===== config.mk =====
export PLATFORM = sky130hd
export DESIGN_NAME = fmul_pipe
export DESIGN_NICKNAME = d
export VERILOG_FILES = /design/src/rtl/fmul_pipe.sv
export SDC_FILE = /design/constraint.sdc
export NUM_CORES = 2
export LEC_CHECK = 0
export CAP_MARGIN = 20
export CORE_MARGIN = 2
export CORE_UTILIZATION = 56
export CTS_CLUSTER_SIZE = 40
export DETAILED_ROUTE_END_ITERATION = 10
export PLACE_DENSITY = 0.74
export SLEW_MARGIN = 40
export SYNTH_ARGS = -nofsm -noshare
export SYNTH_HDL_FRONTEND = slang
export SYNTH_SLANG_ARGS = --single-unit

===== constraint.sdc =====
create_clock -name clk -period 22.4 [get_ports clk]
set_clock_uncertainty 0.15 [all_clocks]
set_input_delay 3.36 -clock clk [delete_from_list [all_inputs] [get_ports clk]]
set_output_delay 3.36 -clock clk [all_outputs]
set_load 0.005 [all_outputs]

===== src/rtl/fmul_pipe.sv =====
`default_nettype none
// ============================================================================
// Module   : fmul_pipe
// Purpose  : Three-stage pipelined IEEE-style floating-point multiplier with
//            valid/ready handshaking on both sides.
//              S1 unpack, subnormal flush (DAZ), special-case detection
//              S2 significand multiply
//              S3 normalise (at most one right shift), round, pack
//            All stages advance together, and only when the output register
//            can take a new value. A stall therefore freezes the whole
//            pipe in place.
// Ports    : clk        sole clock, rising edge
//            rst        synchronous active-high reset
//            in_valid   operand pair valid
//            in_ready   operands accepted this cycle (!out_valid || out_ready)
//            num1/num2  operands {sign, exp[EXP_W], frac[MAN_W]}
//            rm         rounding mode: 0 RNE, 1 RTZ, 2 RDN, 3 RUP, 4 RMM,
//                       5..7 behave as RNE
//            out_valid  result valid
//            out_ready  consumer takes the result this cycle
//            out_mul    rounded product
//            flags      {NV, DZ, OF, UF, NX}
// Config   : define FMUL_PIPE_FLAGS_EN to compute and register the exception
//            flags. Without it, flags is tied to zero and no flag logic exists.
// Revision : 1.0  initial release
// ============================================================================
module fmul_pipe #(
  parameter int EXP_W = 8,
  parameter int MAN_W = 23
) (
  input  logic                   clk,
  input  logic                   rst,
  input  logic                   in_valid,
  output logic                   in_ready,
  input  logic [EXP_W+MAN_W:0]   num1,
  input  logic [EXP_W+MAN_W:0]   num2,
  input  logic [2:0]             rm,
  output logic                   out_valid,
  input  logic                   out_ready,
  output logic [EXP_W+MAN_W:0]   out_mul,
  output logic [4:0]             flags
);

  localparam int W  = 1 + EXP_W + MAN_W;
  localparam int SW = MAN_W + 1;          // significand width incl. hidden bit
  localparam int PW = 2 * SW;             // full product width
  localparam int XW = EXP_W + 2;          // signed working exponent width
  localparam logic signed [XW-1:0] BIAS    = XW'((1 << (EXP_W - 1)) - 1);
  localparam logic signed [XW-1:0] EXP_MAX = XW'((1 << EXP_W) - 1);
  localparam logic signed [XW-1:0] ONE     = XW'(1);
  localparam logic [W-1:0] QNAN = {1'b0, {EXP_W{1'b1}}, 1'b1, {(MAN_W-1){1'b0}}};
  localparam logic [2:0] RM_RTZ = 3'd1;
  localparam logic [2:0] RM_RDN = 3'd2;
  localparam logic [2:0] RM_RUP = 3'd3;
  localparam logic [2:0] RM_RMM = 3'd4;

  // Global advance: every stage moves when the output slot is free or draining.
  logic adv;
  assign in_ready = !out_valid || out_ready;
  assign adv      = in_ready;

  // --------------------------------------------------------------------------
  // S1: unpack and classify
  // --------------------------------------------------------------------------
  logic             sign_a, sign_b;
  logic [EXP_W-1:0] exp_a, exp_b;
  logic [MAN_W-1:0] frac_a, frac_b;
  assign {sign_a, exp_a, frac_a} = num1;
  assign {sign_b, exp_b, frac_b} = num2;

  logic zero_a, zero_b, inf_a, inf_b, nan_a, nan_b;
  // Exponent zero covers both true zero and subnormals (flushed to zero).
  assign zero_a = (exp_a == '0);
  assign zero_b = (exp_b == '0);
  assign inf_a  = (&exp_a) && (frac_a == '0);
  assign inf_b  = (&exp_b) && (frac_b == '0);
  assign nan_a  = (&exp_a) && (frac_a != '0);
  assign nan_b  = (&exp_b) && (frac_b != '0);

  logic             prod_sign, inf_x_zero, any_nan, is_special;
  logic [W-1:0]     special_res;
  logic signed [XW-1:0] exp_sum;
  assign prod_sign  = sign_a ^ sign_b;
  assign inf_x_zero = (inf_a && zero_b) || (inf_b && zero_a);
  assign any_nan    = nan_a || nan_b;
  assign is_special = any_nan || inf_a || inf_b || zero_a || zero_b;
  assign exp_sum    = $signed({2'b00, exp_a}) + $signed({2'b00, exp_b}) - BIAS;

  always_comb begin
    if (any_nan || inf_x_zero) special_res = QNAN;
    else if (inf_a || inf_b)   special_res = {prod_sign, {EXP_W{1'b1}}, {MAN_W{1'b0}}};
    else                       special_res = {prod_sign, {(W-1){1'b0}}};
  end

  logic                 s1_valid, s1_sign, s1_special;
  logic [W-1:0]         s1_special_res;
  logic [SW-1:0]        s1_sig_a, s1_sig_b;
  logic signed [XW-1:0] s1_exp;
  logic [2:0]           s1_rm;

  // --------------------------------------------------------------------------
  // S2: significand multiply
  // --------------------------------------------------------------------------
  logic                 s2_valid, s2_sign, s2_special;
  logic [W-1:0]         s2_special_res;
  logic [PW-1:0]        s2_prod;
  logic signed [XW-1:0] s2_exp;
  logic [2:0]           s2_rm;

  always_ff @(posedge clk) begin
    if (rst) begin
      s1_valid  <= 1'b0;
      s2_valid  <= 1'b0;
      out_valid <= 1'b0;
    end else if (adv) begin
      s1_valid  <= in_valid;
      s2_valid  <= s1_valid;
      out_valid <= s2_valid;
    end
  end

  always_ff @(posedge clk) begin
    if (adv) begin
      s1_sign        <= prod_sign;
      s1_special     <= is_special;
      s1_special_res <= special_res;
      s1_sig_a       <= {1'b1, frac_a};
      s1_sig_b       <= {1'b1, frac_b};
      s1_exp         <= exp_sum;
      s1_rm          <= rm;
      s2_sign        <= s1_sign;
      s2_special     <= s1_special;
      s2_special_res <= s1_special_res;
      s2_prod        <= {{SW{1'b0}}, s1_sig_a} * {{SW{1'b0}}, s1_sig_b};
      s2_exp         <= s1_exp;
      s2_rm          <= s1_rm;
    end
  end

  // --------------------------------------------------------------------------
  // S3: normalise, round, pack
  // --------------------------------------------------------------------------
  // norm holds the bits below the leading one; product lies in [1,4).
  logic [PW-2:0]        norm;
  logic [MAN_W-1:0]     frac_t, frac_r;
  logic                 guard_bit, round_bit, sticky_bit, discard, inc, carry;
  logic signed [XW-1:0] exp_n, exp_r;
  logic                 tiny, ovf;

  always_comb begin
    norm       = s2_prod[PW-1] ? s2_prod[PW-2:0] : {s2_prod[PW-3:0], 1'b0};
    exp_n      = s2_exp + $signed({{(XW-1){1'b0}}, s2_prod[PW-1]});
    frac_t     = norm[PW-2 -: MAN_W];
    guard_bit  = norm[MAN_W];
    round_bit  = norm[MAN_W-1];
    sticky_bit = |norm[MAN_W-2:0];
    discard    = guard_bit || round_bit || sticky_bit;
    case (s2_rm)
      RM_RTZ:  inc = 1'b0;
      RM_RDN:  inc = discard && s2_sign;
      RM_RUP:  inc = discard && !s2_sign;
      RM_RMM:  inc = guard_bit;
      default: inc = guard_bit && (round_bit || sticky_bit || frac_t[0]);
    endcase
    // An all-ones fraction that rounds up wraps to zero and bumps the exponent.
    frac_r = frac_t + {{(MAN_W-1){1'b0}}, inc};
    carry  = inc && (&frac_t);
    exp_r  = exp_n + $signed({{(XW-1){1'b0}}, carry});
    tiny   = (exp_r < ONE);
    ovf    = (exp_r >= EXP_MAX);
  end

  logic [W-1:0] inf_res, max_res, result;
  assign inf_res = {s2_sign, {EXP_W{1'b1}}, {MAN_W{1'b0}}};
  assign max_res = {s2_sign, {(EXP_W-1){1'b1}}, 1'b0, {MAN_W{1'b1}}};

  always_comb begin
    result = {s2_sign, exp_r[EXP_W-1:0], frac_r};
    if (s2_special) begin
      result = s2_special_res;
    end else if (ovf) begin
      case (s2_rm)
        RM_RTZ:  result = max_res;
        RM_RDN:  result = s2_sign ? inf_res : max_res;
        RM_RUP:  result = s2_sign ? max_res : inf_res;
        default: result = inf_res;
      endcase
    end else if (tiny) begin
      result = {s2_sign, {(W-1){1'b0}}};
    end
  end

  always_ff @(posedge clk) begin
    if (rst)                  out_mul <= '0;
    else if (adv && s2_valid) out_mul <= result;
  end

`ifdef FMUL_PIPE_FLAGS_EN
  // Signalling NaN has the fraction MSB clear.
  logic snan_any, s1_spec_nv, s2_spec_nv;
  assign snan_any = (nan_a && !frac_a[MAN_W-1]) || (nan_b && !frac_b[MAN_W-1]);

  always_ff @(posedge clk) begin
    if (adv) begin
      s1_spec_nv <= snan_any || inf_x_zero;
      s2_spec_nv <= s1_spec_nv;
    end
  end

  logic [4:0] flags_d, flags_q;
  always_comb begin
    flags_d = 5'b00000;
    if (s2_special) flags_d = {s2_spec_nv, 4'b0000};
    else if (ovf)   flags_d = 5'b00101;
    else if (tiny)  flags_d = 5'b00011;
    else            flags_d = {4'b0000, discard};
  end

  always_ff @(posedge clk) begin
    if (rst)                  flags_q <= 5'b00000;
    else if (adv && s2_valid) flags_q <= flags_d;
  end

  assign flags = flags_q;
`else
  assign flags = 5'b00000;
`endif

endmodule
`default_nettype wire


# Word level (Yosys, flattened, before mapping)
# Index checks and enable logic that the tools add are counted.
[word_totals] output_inout_bits=39 inputBits=71 word_cells=75 register_bits=223
[classes] n_eq_ne=4 mux=9 n_bitwise=1 n_addsub=5 n_reduce_logical=36 n_lt_le_gt_ge=2 mul=1
[ops] cell="two-way mux 32 bit" count=4
[ops] cell="case mux 32 bit (3 select lines)" count=1
[ops] cell="two-way mux 31 bit" count=2
[ops] cell="multiplier 24 x 24 -> 48 bit" count=1
[ops] cell="two-way mux 47 bit" count=1
[ops] cell="logical NOT 23 bit" count=2
[ops] cell="nonzero test 23 bit" count=2
[ops] cell="adder 23 x 1 -> 23 bit" count=1
[ops] cell="AND reduction 23 bit" count=1
[ops] cell="OR reduction 22 bit" count=1
[ops] cell="adder 10 x 2 -> 10 bit" count=2
[ops] cell="logical NOT 8 bit" count=2
[ops] cell="AND reduction 8 bit" count=2
[ops] cell="logical OR 1 bit" count=13
[ops] cell="logical AND 1 bit" count=11
[ops] cell=">= comparator 10 x 9 -> 1 bit (second input constant)" count=1
[ops] cell="< comparator 10 x 2 -> 1 bit (second input constant)" count=1
[ops] cell="subtractor 9 x 7 -> 10 bit (second input constant)" count=1
[ops] cell="adder 8 x 8 -> 9 bit" count=1
[ops] cell="== test 3 x 2 -> 1 bit (second input constant)" count=2
[ops] cell="case mux 1 bit (4 select lines)" count=1
[ops] cell="== test 3 x 1 -> 1 bit (second input constant)" count=1
[ops] cell="== test 3 bit (second input constant)" count=1
[ops] cell="logical NOT 1 bit" count=2
[ops] cell="bitwise XOR 1 bit" count=1

# Logic depth before layout (Yosys ltp)
[depth] ltp_word=12 ltp_mapped=26 mapped_depth_nobuf=24

# Worst setup path before layout
# No wires, ideal clock.
[synth_path] path_kind="input -> output" from="input port out_ready" to="output port in_ready" setup_slack_ns=11.729 path_stages=2 required_time_ns=18.890 n_path_buf=1 arrival_ns=7.161 path_cell_list="nand2b_1 clkbuf_1"
[synth_via] elab_chain_cells=1
[synth_lines] element="start: declaration" line="39" rtl="input logic out_ready,"
[synth_lines] element="logical OR 1 bit" line="59" rtl="assign in_ready = !out_valid || out_ready;"
[synth_lines] element="end: declaration" line="34" rtl="output logic in_ready,"
# Every way passes these cells.

# Worst setup path after layout
[layout_path] from="register s1_sig_b[0]" to="register s2_prod[36] (data pin)"
[layout_via] elab_chain_cells=1
[layout_lines] element="start: declaration" line="97" rtl="logic [SW-1:0] s1_sig_a, s1_sig_b;"
[layout_lines] element="start signal: assignment" line="128" rtl="s1_sig_b <= {1'b1, frac_b};"
[layout_lines] element="multiplier 24 x 24 -> 48 bit" line="134" rtl="s2_prod <= {{SW{1'b0}}, s1_sig_a} * {{SW{1'b0}}, s1_sig_b};"
[layout_lines] element="end signal: assignment" line="134"
[layout_lines] element="end: declaration" line="106" rtl="logic [PW-1:0] s2_prod;"
# Every way passes these cells.
# A chain may end at the register's enable or synchronous reset.

==> results.py <==
metrics = {
    "outcome": {
        "status": "complete, no violations",
    },
    "global_routing": {
        "grt_first_pass_wirelength_mm": 111.1,
        "grt_max_degree": 68,
        "grt.total_usage_pct": 30.30,
        "antenna_found_initial": 0,
        "grt_pass1_vias": 20600,
        "overflow": 0,
    },
    "routing": {
        "avgViaCountPerCell": 5.718,
        "wl_per_cell_um": 20.65,
        "drt_iter0_markers": 1813,
        "wl_mm": 69.94,
        "dr.pass1.iters": 6,
        "vias": 19370,
        "ant_nets": 0,
        "drc": 0,
    },
    "logic_synthesis": {
        "ys_warn_count": 0,
        "netlist_area_um2": 26060,
        "synth_cell_types": 80,
        "synth_seq_cells": 165,
        "synth_cells": 2713,
        "synth-edff-count": 130,
        "synthArstFlopShare_pct": 0,
        "synth-main-ff-cell": "edfxtp_1",
        "yosysSeqAreaShare_pct": 17.67,
        "syn_area_per_cell_um2": 9.607,
    },
    "worst_setup_path": {
        "cp_top_family": "adder cells",
        "required_ps": 22550,
        "start_kind": "flop",
        "slowest_delay_ps": 690,
        "crit_arrival_ps": 8310,
        "cp_max_fo": 16,
        "crit_top_cell": "fa_1",
        "crit_buf_inv": 6,
        "critPathKind": "flop to flop",
        "crit_slowest_cell": "edfxtp_1",
        "crit_chain": "clkinv_1 > fa_1 > inv_1 > fa_1 > inv_1 > fa_1 > fa_1 > inv_1 > fa_1 > fa_1 > inv_1 > fa_1 > inv_1 > ha_1 > a21oi_2 > o21ai_1 > a2111oi_2 > o32ai_1 > a211o_1 > o31a_1 > or4b_1 > o211ai_1",
        "critPathCaptureType": "flop",
    },
    "layout": {
        "fin_nets": 3514,
        "layout-drive-gt1-share_pct": 4.029,
        "fillerInstances": 3760,
        "antenna_cells": 0,
        "area_growth_pct": 9.707,
    },
    "sta": {
        "rsz0062_at_grt": "no",
        "max_freq_ghz": 0.1226,
        "slew_viol_final": 0,
        "relSlewSlack_pct": 46.47,
        "setup_viol": 0,
        "post-route-period-util_pct": 36.42,
        "hold_viol": 0,
        "tightest_slew_ps": 803.0,
        "min_period_ps": 8157,
        "setup_tns_ps": 0,
    },
    "clock_tree": {
        "post-cts-setup-buffers": 0,
        "hold_buffers": 0,
        "h-tree-depth": 4,
        "cts_resized": 0,
        "clk_latency_ps": 470,
        "clkTransAtPathRegs_ps": 80,
        "clock-root-buffer": "clkbuf_16",
        "cts_made_buffers": 17,
        "cts_tree": "yes",
        "cts_max_path_buffers": 2,
        "numClockSinks": 165,
    },
    "job": {
        "cap_violations": 0,
    },
    "place": {
        "place_congestion": 0.9765,
        "post-dp-hpwl_mm": 56.34,
        "port_buffers": 104,
    },
    "floorplanning": {
        "die-area_um2": 48280,
        "die_h_um": 219.7,
        "initial_utilization_pct": 56.34,
        "rows": 79,
        "fp.dieW_um": 219.7,
        "pin_count": 110,
        "core_um2": 46260,
    },
    "hold_path": {
        "hp-class": "flop to flop",
    },
}
## routing by layer
| layer | up-vias | share of wire (%) | track usage [%] |
|---|---|---|---|
| li1 | 8466 | - | - |
| met1 | 9617 | 39 | 40.51 |
| met2 | 1081 | 46 | 48.49 |
| met3 | 203 | 9.8 | 5.839 |
| met4 | 0 | 4.5 | 13.00 |
| met5 | - | 0 | 0 |
## Yosys cell counts, types with 35 or more instances
library cell / count / area share (%)
a21oi_1: 60 / 1.2
dfxtp_1: 35 / 2.7
clkbuf_1: 106 / 1.5
and2_1: 249 / 6.0
inv_1: 587 / 8.5
edfxtp_1: 130 / 15
nand2_1: 314 / 4.5
xnor2_1: 51 / 1.7
ha_1: 192 / 9.2
fa_1: 484 / 37
o21ai_0: 42 / 0.81
nor2_1: 94 / 1.4
## placed cells by master (no fill, tap or decap), types with 5 or more instances in the layout
cell and instances:
nor4_1 25, clkdlybuf4s50_1 104, and3_1 9, o21ai_1 10, nand2b_1 6, a22o_1 19
clkbuf_16 17, and2_1 249, edfxtp_1 130, a211oi_1 9, o21ai_0 40, a21oi_1 60
buf_6 19, inv_1 587, o21bai_1 8, buf_8 17, and4_1 6, xnor2_1 51
o31ai_1 6, nor2b_1 13, xor2_1 32, a31oi_1 13, ha_1 192, nor3_1 13
nor2_1 94, a311oi_1 5, a21o_1 30, fa_1 484, nand2_1 314, o211ai_1 5
mux2i_1 23, dfxtp_1 35, buf_4 22, nand4_1 21, or3_1 8, conb_1 5
nand3_1 20
## flip-flops by register name, indices dropped and copies added (netlist names)
register / flops
s1_special: 1
s2_exp: 10
out_mul: 32
s2_special: 1
s2_special_res: 3
s2_rm: 3
s1_exp: 10
s1_rm: 3
s1_sign: 1
s2_sign: 1
out_valid: 1
s1_sig_b: 23
s1_sig_a: 23
s1_valid: 1
s1_special_res: 3
s2_prod: 48
s2_valid: 1
## cells by family (layout without fill, tap and decap cells)
group	after synthesis	in the layout	synth area share, %
AO/OA/AOI/OAI	244	244	6.313
AND/OR/NAND/NOR	798	798	15.27
buffers and inverters	721	784	10.59
XOR/XNOR	83	83	2.789
flip-flops	165	165	17.67
other	1	5	0.01439
multiplexers	25	25	0.9697
adder cells (fa/ha/maj)	676	676	46.39
## metrics by stage
| step | instances | hold slack (ps) | cell area, um^2 | util (%) | setup slack (ps) |
|---|---|---|---|---|---|
| floorplan | 2717 | 250.3 | 26080 | - | 11730 |
| global placement | 3320 | 255.9 | 27530 | 59.50 | 14280 |
| detailed placement | 3353 | 254.5 | 27970 | 60.46 | 14280 |
| CTS | 3385 | 271.6 | 28560 | 61.73 | 14270 |
| global route | 3387 | 283.4 | 28590 | 61.81 | 13890 |
| finish | 3387 | 271.8 | 28590 | 61.81 | 14240 |
## layout make-up
class                   count  area [um^2]  area share, %
well taps                 607        759.5          2.656
repair buffers            162         1675          5.859
inverters                 590         2215          7.745
clock inverters            15        162.7         0.5689
multi-input cells        1831        18750          65.58
clock buffers              17        425.4          1.488
flip-flops and latches    165         4604          16.10
## worst paths after layout
| check | from | endpoint | slack (ps) | cells past startpoint |
|---|---|---|---|---|
| worst min-delay path | s1_exp[9] | s2_exp[9] | 270 | 0 |
| worst max-delay path | s1_sig_b[0] | s2_prod[36] | 14240 | 22 |
| worst max register to register | s1_sig_b[0] | s2_prod[36] | 14240 | 22 |
| worst min register to register | s1_exp[9] | s2_exp[9] | 270 | 0 |
Power is not shown: default switching activity piles up to over one toggle a cycle in this logic, so the estimate is an artifact.
